## src/rtl/rv32i_pkg.sv

```systemverilog
// Shared RV32I definitions: opcodes, immediate-select codes and the
// buffer entry/state types used by the decode-stage controller.
package rv32i_pkg;

    localparam int XLEN = 32;

    localparam logic [6:0] OP_IMM = 7'b0010011;
    localparam logic [6:0] LOAD   = 7'b0000011;
    localparam logic [6:0] JALR   = 7'b1100111;
    localparam logic [6:0] SYSTEM = 7'b1110011;
    localparam logic [6:0] FENCE  = 7'b0001111;
    localparam logic [6:0] JAL    = 7'b1101111;
    localparam logic [6:0] STORE  = 7'b0100011;
    localparam logic [6:0] LUI    = 7'b0110111;
    localparam logic [6:0] AUIPC  = 7'b0010111;
    localparam logic [6:0] BRANCH = 7'b1100011;
    localparam logic [6:0] OP     = 7'b0110011;

    localparam logic [2:0] IMM_I    = 3'b000;
    localparam logic [2:0] IMM_J    = 3'b001;
    localparam logic [2:0] IMM_S    = 3'b010;
    localparam logic [2:0] IMM_U    = 3'b011;
    localparam logic [2:0] IMM_B    = 3'b100;
    localparam logic [2:0] IMM_NONE = 3'b111;

    typedef enum logic [1:0] {
        ST_EMPTY = 2'd0,
        ST_ONE   = 2'd1,
        ST_TWO   = 2'd2
    } buf_state_e;

    typedef struct packed {
        logic [XLEN-1:0] imm;
        logic [2:0]      immSel;
        logic [XLEN-1:0] pc;
        logic            illegal;
    } entry_t;

    typedef struct packed {
        logic [2:0] immSel;
        logic       illegal;
    } decode_t;

endpackage

```

## src/rtl/imm_decode_ctrl_if.sv

```systemverilog
// Fetch-side and execute-side handshake bundle of the decode controller.
interface imm_decode_ctrl_if;
    import rv32i_pkg::*;

    logic            in_valid;
    logic            in_ready;
    logic [XLEN-1:0] in_instr;
    logic [XLEN-1:0] in_pc;
    logic            flush;
    logic            out_valid;
    logic            out_ready;
    logic [XLEN-1:0] out_imm;
    logic [2:0]      out_immSel;
    logic [XLEN-1:0] out_pc;
    logic            out_illegal;

    modport master (
        output in_valid, in_instr, in_pc, flush, out_ready,
        input  in_ready, out_valid, out_imm, out_immSel, out_pc, out_illegal
    );

    modport slave (
        input  in_valid, in_instr, in_pc, flush, out_ready,
        output in_ready, out_valid, out_imm, out_immSel, out_pc, out_illegal
    );

endinterface

```

## src/rtl/imm_decode_ctrl_immgen.sv

```systemverilog
// ImmGen: builds the sign-extended immediate from instr[31:7]; dataIn_i[k]
// corresponds to instr[k+7]. U-type is returned unshifted.
module ImmGen
    import rv32i_pkg::*;
(
    input  logic [24:0]     dataIn_i,
    input  logic [2:0]      immSel_i,
    output logic [XLEN-1:0] imm_o
);

    always_comb begin
        imm_o = '0;
        case (immSel_i)
            IMM_I: imm_o = {{20{dataIn_i[24]}}, dataIn_i[24:13]};
            IMM_S: imm_o = {{20{dataIn_i[24]}}, dataIn_i[24:18], dataIn_i[4:0]};
            IMM_B: imm_o = {{19{dataIn_i[24]}}, dataIn_i[24], dataIn_i[0],
                            dataIn_i[23:18], dataIn_i[4:1], 1'b0};
            IMM_U: imm_o = {{12{dataIn_i[24]}}, dataIn_i[24:5]};
            IMM_J: imm_o = {{11{dataIn_i[24]}}, dataIn_i[24], dataIn_i[12:5],
                            dataIn_i[13], dataIn_i[23:14], 1'b0};
            default: imm_o = '0;
        endcase
    end

endmodule

```

## src/rtl/imm_decode_ctrl.sv

```systemverilog
// Decode-stage controller: decodes the opcode, runs ImmGen on the incoming
// instruction and hands results to execute through a 2-entry skid buffer.
module imm_decode_ctrl
    import rv32i_pkg::*;
(
    input  logic               clk,
    input  logic               rst_n,
    imm_decode_ctrl_if.slave   ctrl_if
);

    function automatic decode_t decodeOp(input logic [6:0] opcode);
        decode_t d;
        d.immSel  = IMM_NONE;
        d.illegal = 1'b0;
        case (opcode)
            OP_IMM, LOAD, JALR, SYSTEM, FENCE: d.immSel = IMM_I;
            JAL:                               d.immSel = IMM_J;
            STORE:                             d.immSel = IMM_S;
            LUI, AUIPC:                        d.immSel = IMM_U;
            BRANCH:                            d.immSel = IMM_B;
            OP:                                d.immSel = IMM_NONE;
            default:                           d.illegal = 1'b1;
        endcase
        return d;
    endfunction

    buf_state_e      state_q, state_d;
    entry_t          main_q, main_d;
    entry_t          skid_q, skid_d;
    decode_t         dec;
    logic [XLEN-1:0] genImm;
    entry_t          newEntry;
    logic            accept;
    logic            drain;

    assign dec = decodeOp(ctrl_if.in_instr[6:0]);

    ImmGen u_immgen (
        .dataIn_i (ctrl_if.in_instr[31:7]),
        .immSel_i (dec.immSel),
        .imm_o    (genImm)
    );

    // IMM_NONE already yields zero from ImmGen, covering both R-type and illegal.
    always_comb begin
        newEntry.imm     = genImm;
        newEntry.immSel  = dec.immSel;
        newEntry.pc      = ctrl_if.in_pc;
        newEntry.illegal = dec.illegal;
    end

    assign ctrl_if.in_ready    = (state_q != ST_TWO);
    assign ctrl_if.out_valid   = (state_q != ST_EMPTY);
    assign ctrl_if.out_imm     = main_q.imm;
    assign ctrl_if.out_immSel  = main_q.immSel;
    assign ctrl_if.out_pc      = main_q.pc;
    assign ctrl_if.out_illegal = main_q.illegal;

    assign accept = ctrl_if.in_valid & ctrl_if.in_ready;
    assign drain  = ctrl_if.out_valid & ctrl_if.out_ready;

    // Flush wins over everything; otherwise the main entry always holds the
    // oldest instruction and the skid entry only fills while execute stalls.
    always_comb begin
        state_d = state_q;
        main_d  = main_q;
        skid_d  = skid_q;
        if (ctrl_if.flush) begin
            state_d = ST_EMPTY;
        end else begin
            case (state_q)
                ST_EMPTY: begin
                    if (accept) begin
                        state_d = ST_ONE;
                        main_d  = newEntry;
                    end
                end
                ST_ONE: begin
                    if (accept && drain) begin
                        main_d = newEntry;
                    end else if (accept) begin
                        state_d = ST_TWO;
                        skid_d  = newEntry;
                    end else if (drain) begin
                        state_d = ST_EMPTY;
                    end
                end
                ST_TWO: begin
                    if (drain) begin
                        state_d = ST_ONE;
                        main_d  = skid_q;
                    end
                end
                default: state_d = ST_EMPTY;
            endcase
        end
    end

    always_ff @(posedge clk or negedge rst_n) begin
        if (!rst_n) begin
            state_q <= ST_EMPTY;
            main_q  <= '0;
            skid_q  <= '0;
        end else begin
            state_q <= state_d;
            main_q  <= main_d;
            skid_q  <= skid_d;
        end
    end

endmodule

```

## src/flat_wrapper.sv

```systemverilog
// flat-port wrapper written by rule: the top's interface ports become plain ports
module imm_decode_ctrl_flat import rv32i_pkg::*;
  (clk, rst_n, ctrl_if_in_valid, ctrl_if_in_instr, ctrl_if_in_pc, ctrl_if_flush, ctrl_if_out_ready, ctrl_if_in_ready, ctrl_if_out_valid, ctrl_if_out_imm, ctrl_if_out_immSel, ctrl_if_out_pc, ctrl_if_out_illegal);
  imm_decode_ctrl_if ctrl_if_i ();
  input  logic clk;
  input  logic rst_n;
  input wire logic [$bits(ctrl_if_i.in_valid)-1:0] ctrl_if_in_valid;
  input wire logic [$bits(ctrl_if_i.in_instr)-1:0] ctrl_if_in_instr;
  input wire logic [$bits(ctrl_if_i.in_pc)-1:0] ctrl_if_in_pc;
  input wire logic [$bits(ctrl_if_i.flush)-1:0] ctrl_if_flush;
  input wire logic [$bits(ctrl_if_i.out_ready)-1:0] ctrl_if_out_ready;
  output wire logic [$bits(ctrl_if_i.in_ready)-1:0] ctrl_if_in_ready;
  output wire logic [$bits(ctrl_if_i.out_valid)-1:0] ctrl_if_out_valid;
  output wire logic [$bits(ctrl_if_i.out_imm)-1:0] ctrl_if_out_imm;
  output wire logic [$bits(ctrl_if_i.out_immSel)-1:0] ctrl_if_out_immSel;
  output wire logic [$bits(ctrl_if_i.out_pc)-1:0] ctrl_if_out_pc;
  output wire logic [$bits(ctrl_if_i.out_illegal)-1:0] ctrl_if_out_illegal;
  assign ctrl_if_i.in_valid = ctrl_if_in_valid;
  assign ctrl_if_i.in_instr = ctrl_if_in_instr;
  assign ctrl_if_i.in_pc = ctrl_if_in_pc;
  assign ctrl_if_i.flush = ctrl_if_flush;
  assign ctrl_if_i.out_ready = ctrl_if_out_ready;
  assign ctrl_if_in_ready = ctrl_if_i.in_ready;
  assign ctrl_if_out_valid = ctrl_if_i.out_valid;
  assign ctrl_if_out_imm = ctrl_if_i.out_imm;
  assign ctrl_if_out_immSel = ctrl_if_i.out_immSel;
  assign ctrl_if_out_pc = ctrl_if_i.out_pc;
  assign ctrl_if_out_illegal = ctrl_if_i.out_illegal;
  imm_decode_ctrl u_core (.clk(clk), .rst_n(rst_n), .ctrl_if(ctrl_if_i));
endmodule
```

## config.mk

```make
export PLATFORM = sky130hd
export DESIGN_NAME = imm_decode_ctrl_flat
export DESIGN_NICKNAME = d
export VERILOG_FILES = /design/src/rtl/rv32i_pkg.sv /design/src/rtl/imm_decode_ctrl_if.sv /design/src/rtl/imm_decode_ctrl_immgen.sv /design/src/rtl/imm_decode_ctrl.sv /design/src/flat_wrapper.sv
export SDC_FILE = /design/constraint.sdc
export NUM_CORES = 1
export LEC_CHECK = 0
export BUFFER_PORTS_ARGS = -buffer_cell sky130_fd_sc_hd__buf_2
export CORE_ASPECT_RATIO = 0.6
export CORE_MARGIN = 1
export CORE_UTILIZATION = 55
export CTS_CLUSTER_DIAMETER = 120
export CTS_CLUSTER_SIZE = 24
export DETAILED_ROUTE_END_ITERATION = 6
export PLACE_DENSITY = 0.76
export SYNTH_ARGS = -nofsm -noshare
export SYNTH_HDL_FRONTEND = slang
export SYNTH_HIERARCHICAL = 1
export SYNTH_SLANG_ARGS = --single-unit
```

## constraint.sdc

```tcl
create_clock -name clk -period 1.9 [get_ports clk]
set_clock_uncertainty 0.2 [all_clocks]
set_input_delay 0.285 -clock clk [delete_from_list [all_inputs] [get_ports clk]]
set_output_delay 0.285 -clock clk [all_outputs]
set_load 0.02 [all_outputs]
```

==> results.py <==
metrics = {
    "detailed_routing": {
        "vias": 5984,
        "dr.pass1.iters": 5,
        "wl_per_cell_um": 16.9,
        "drt-vias-per-instance": 5.52,
        "drt_wl_total_um": 18300,
        "route.detailed.drc": 0,
        "drtAntennaViolNets": 0,
        "drt_iter0_drc": 444,
    },
    "floorplan": {
        "die_w_um": 143,
        "die-area_um2": 12500,
        "initial_core_util": 0.575,
        "num_rows": 30,
        "die_h_um": 86.9,
        "ioPinCount": 139,
        "coreArea_um2": 11500,
    },
    "final_layout": {
        "multiInputGateArea_um2": 3040,
        "fill_cells": 731,
        "seqCellArea_um2": 3460,
        "mostFrequentLayoutCells": "268 x nand2_1, 136 x dfrtp_1, 132 x buf_2",
        "diodes": 0,
        "area_growth_pct": 37.0,
        "layout-drive-gt1-share": 0.314,
        "final_common_cell": "nand2_1",
        "fin_util": 0.787,
        "nNetsFinal": 982,
    },
    "critical_path": {
        "path_buf_inv": 5,
        "cp-end-kind": "flop",
        "crit_type": "in2reg",
        "worstPathCellList": "buf_8 > buf_6 > maj3_2 > o21ai_4 > clkinv_4 > buf_6 > nor2b_2 > buf_4 > a21oi_2 > o22ai_2 > mux2i_1 > o21ai_1",
        "crit_fanout": 7,
        "r2r-start": "u_core/state_q[1]$_DFFE_PN0P_",
        "cp-start-kind": "input port",
        "timing.critical_path.from": "ctrl_if_in_instr[4]",
        "crit_family": "buffers and inverters",
        "cp.arrival_ns": 2.10,
        "cp_common_cell": "buf_6",
        "critPathSlowestCell": "maj3_2",
        "critPathRequiredTime_ns": 2.00,
        "max_stage_delay_ns": 0.33,
    },
    "outcome": {
        "violations": "setup timing",
        "status": "complete, but fails checks",
    },
    "clock_tree": {
        "path_clk_slew_ns": 0.06,
        "clk_latency_ns": 0.41,
        "htree_levels": 4,
        "clock_sinks": 138,
        "cts_buffer_depth": 2,
        "cts_buffers": 17,
        "cts_tree": "done",
        "cts_root_buf": "clkbuf_16",
    },
    "grt": {
        "grt_use_total": 0.291,
        "antenna_found_initial": 0,
        "grt_first_pass_wirelength_um": 27600,
        "overflow": 0,
        "grt_max_degree": 68,
        "first_global_vias": 5533,
    },
    "placement": {
        "routabilityCongestion": 0.856,
        "place_hpwl_um": 11400,
        "port_buffers": 138,
    },
    "yosys": {
        "avgSynthCellArea_um2": 9.26,
        "syn-num-nets": 782,
        "synth_seq_cells": 138,
        "synth-async-reset-ratio": 1.00,
        "yosysSeqAreaShare": 0.523,
        "synth.distinct_cells": 50,
        "ys.flop_type": "dfrtp_1",
        "synth_edf_count": 0,
        "yosys_warnings": 6,
        "synthesis.area_um2": 6600,
        "syn_inst": 713,
    },
    "sta": {
        "hold_violations": 0,
        "fmax_mhz": 500,
        "fin_ws_ns": -0.102,
        "min_period_over_period": 1.05,
        "worstMarginPinSlew_ns": 0.468,
        "post-route-min-period_ns": 2.00,
        "setup_viol": 16,
        "maxSlewHeadroom": 0.687,
        "rsz0062_at_grt": "true",
        "fin_tns_setup_ns": -0.575,
        "report.final.slew_viol_count": 0,
    },
    "pwr": {
        "peakVddDrop_uv": 701,
        "leakagePower_nw": 4.41,
        "power_density_nw_per_um2": 906,
    },
    "job": {
        "max-cap-violations": 0,
    },
    "hold_path": {
        "min_path_type": "in2reg",
        "holdCritStartpoint": "ctrl_if_in_instr[8]",
    },
}
Yosys cell counts (all sizes together) (2+ instances only):
library cell | n | area [um2]
nand3b | 2 | 15.0
o211ai | 3 | 22.5
nor4bb | 2 | 20.0
nor2b | 5 | 31.3
a21oi | 15 | 75.1
nor2 | 9 | 33.8
a31o | 4 | 35.0
o22ai | 7 | 43.8
a22o | 3 | 26.3
nand2 | 269 | 1010
clkbuf | 18 | 70.1
inv | 3 | 11.3
nand2b | 3 | 18.8
nand3 | 6 | 30.0
o32ai | 2 | 25.0
o21ai | 71 | 355
buf | 43 | 300
a32o | 3 | 30.0
a31oi | 4 | 25.0
and2 | 4 | 26.3
mux2 | 2 | 22.5
dfrtp | 138 | 3450
mux2i | 72 | 721
a211oi | 6 | 45.0
tightest hold or removal path, stage by stage:
cell and delay [ns]:
buf_2 0.09, a31o_2 0.16, nand2_1 0.05, nand2_1 0.05
final cells by class:
class / instances / area share
clock buffers: 18 / 0.0475
clock inverters: 13 / 0.0134
inverters: 4 / 0.00346
multi-input cells: 512 / 0.336
flip-flops and latches: 138 / 0.382
well taps: 160 / 0.0221
repair buffers: 240 / 0.195
where the power goes:
part	total (mW)	internal (mW)	switching (mW)	leakage [nW]
logic	1.52	0.617	0.900	2.35
registers	3.58	3.35	0.231	1.80
clock network	3.10	1.80	1.30	0.255
total	8.19	5.76	2.43	4.41
cell families after synthesis:
| group | Yosys count | share of synthesized area |
|---|---|---|
| AOI/OAI and AO/OA | 125 | 0.113 |
| adders and majority gates | 1 | 0.00152 |
| buffers and inverters | 65 | 0.0584 |
| DFF | 138 | 0.523 |
| muxes | 74 | 0.113 |
| xor gates and xnor gates | 1 | 0.00133 |
| and+or+nand+nor | 309 | 0.190 |
per-stage QoR:
| step | worst slack (ns) | instances | hold WS [ns] | area [um2] | power [mW] |
|---|---|---|---|---|---|
| 6_report | -0.102 | 1085 | 0.0532 | 9040 | 8.19 |
| 5_1_grt | -0.139 | 1085 | 0.0571 | 9040 | 8.55 |
| 4_1_cts | -0.0470 | 1068 | 0.0532 | 8630 | 8.15 |
| 3_5_place_dp | -0.553 | 999 | -0.0495 | 7680 | 4.97 |
| 3_3_place_gp | -0.457 | 999 | -0.0526 | 7680 | 4.90 |
| 2_1_floorplan | -0.203 | 713 | -0.211 | 6730 | 4.41 |
final timing paths:
path / end / slack [ns] / cells past startpoint
worst max-delay path: u_core/ctrl_if.out_imm[15]$_DFFE_PN0P_ / -0.10 / 12
worst max register to register: u_core/skid_q[15]$_DFFE_PN0P_ / 0.05 / 5
worst min register to register: u_core/skid_q[48]$_DFFE_PN0P_ / 0.28 / 2
max in group asynchronous: u_core/ctrl_if.out_imm[0]$_DFFE_PN0P_ / 0.76 / 3
worst min-delay path: u_core/skid_q[37]$_DFFE_PN0P_ / 0.05 / 4
min in group asynchronous: u_core/ctrl_if.out_pc[5]$_DFFE_PN0P_ / 0.09 / 2
sequential cells by signal, indices dropped and copies added (netlist names):
name,flops
u_core/skid_q,68
u_core/ctrl_if.out_imm,32
u_core/state_q,2
u_core/ctrl_if.out_pc,32
u_core/ctrl_if.out_illegal,1
u_core/ctrl_if.out_immSel,3
per-layer routing:
layer | part of all wire | vias to the layer above | track usage
met4 | 0.010 | 0 | 0.104
met5 | 0 | - | 0
met2 | 0.47 | 255 | 0.445
met1 | 0.45 | 2923 | 0.413
met3 | 0.069 | 22 | 0.0610
li1 | - | 2784 | -
repair_timing:
action / CTS / global route
hold endpoints to repair: 203 / 0
hold buffers: 35 / 0
setup endpoints to repair: 21 / 78
setup buffers: 2 / 16
pin swaps: 1 / 33
resized for setup: 9 / 66
gates cloned: 1 / 1
No activity file was read; power rests on OpenSTA's default activity.
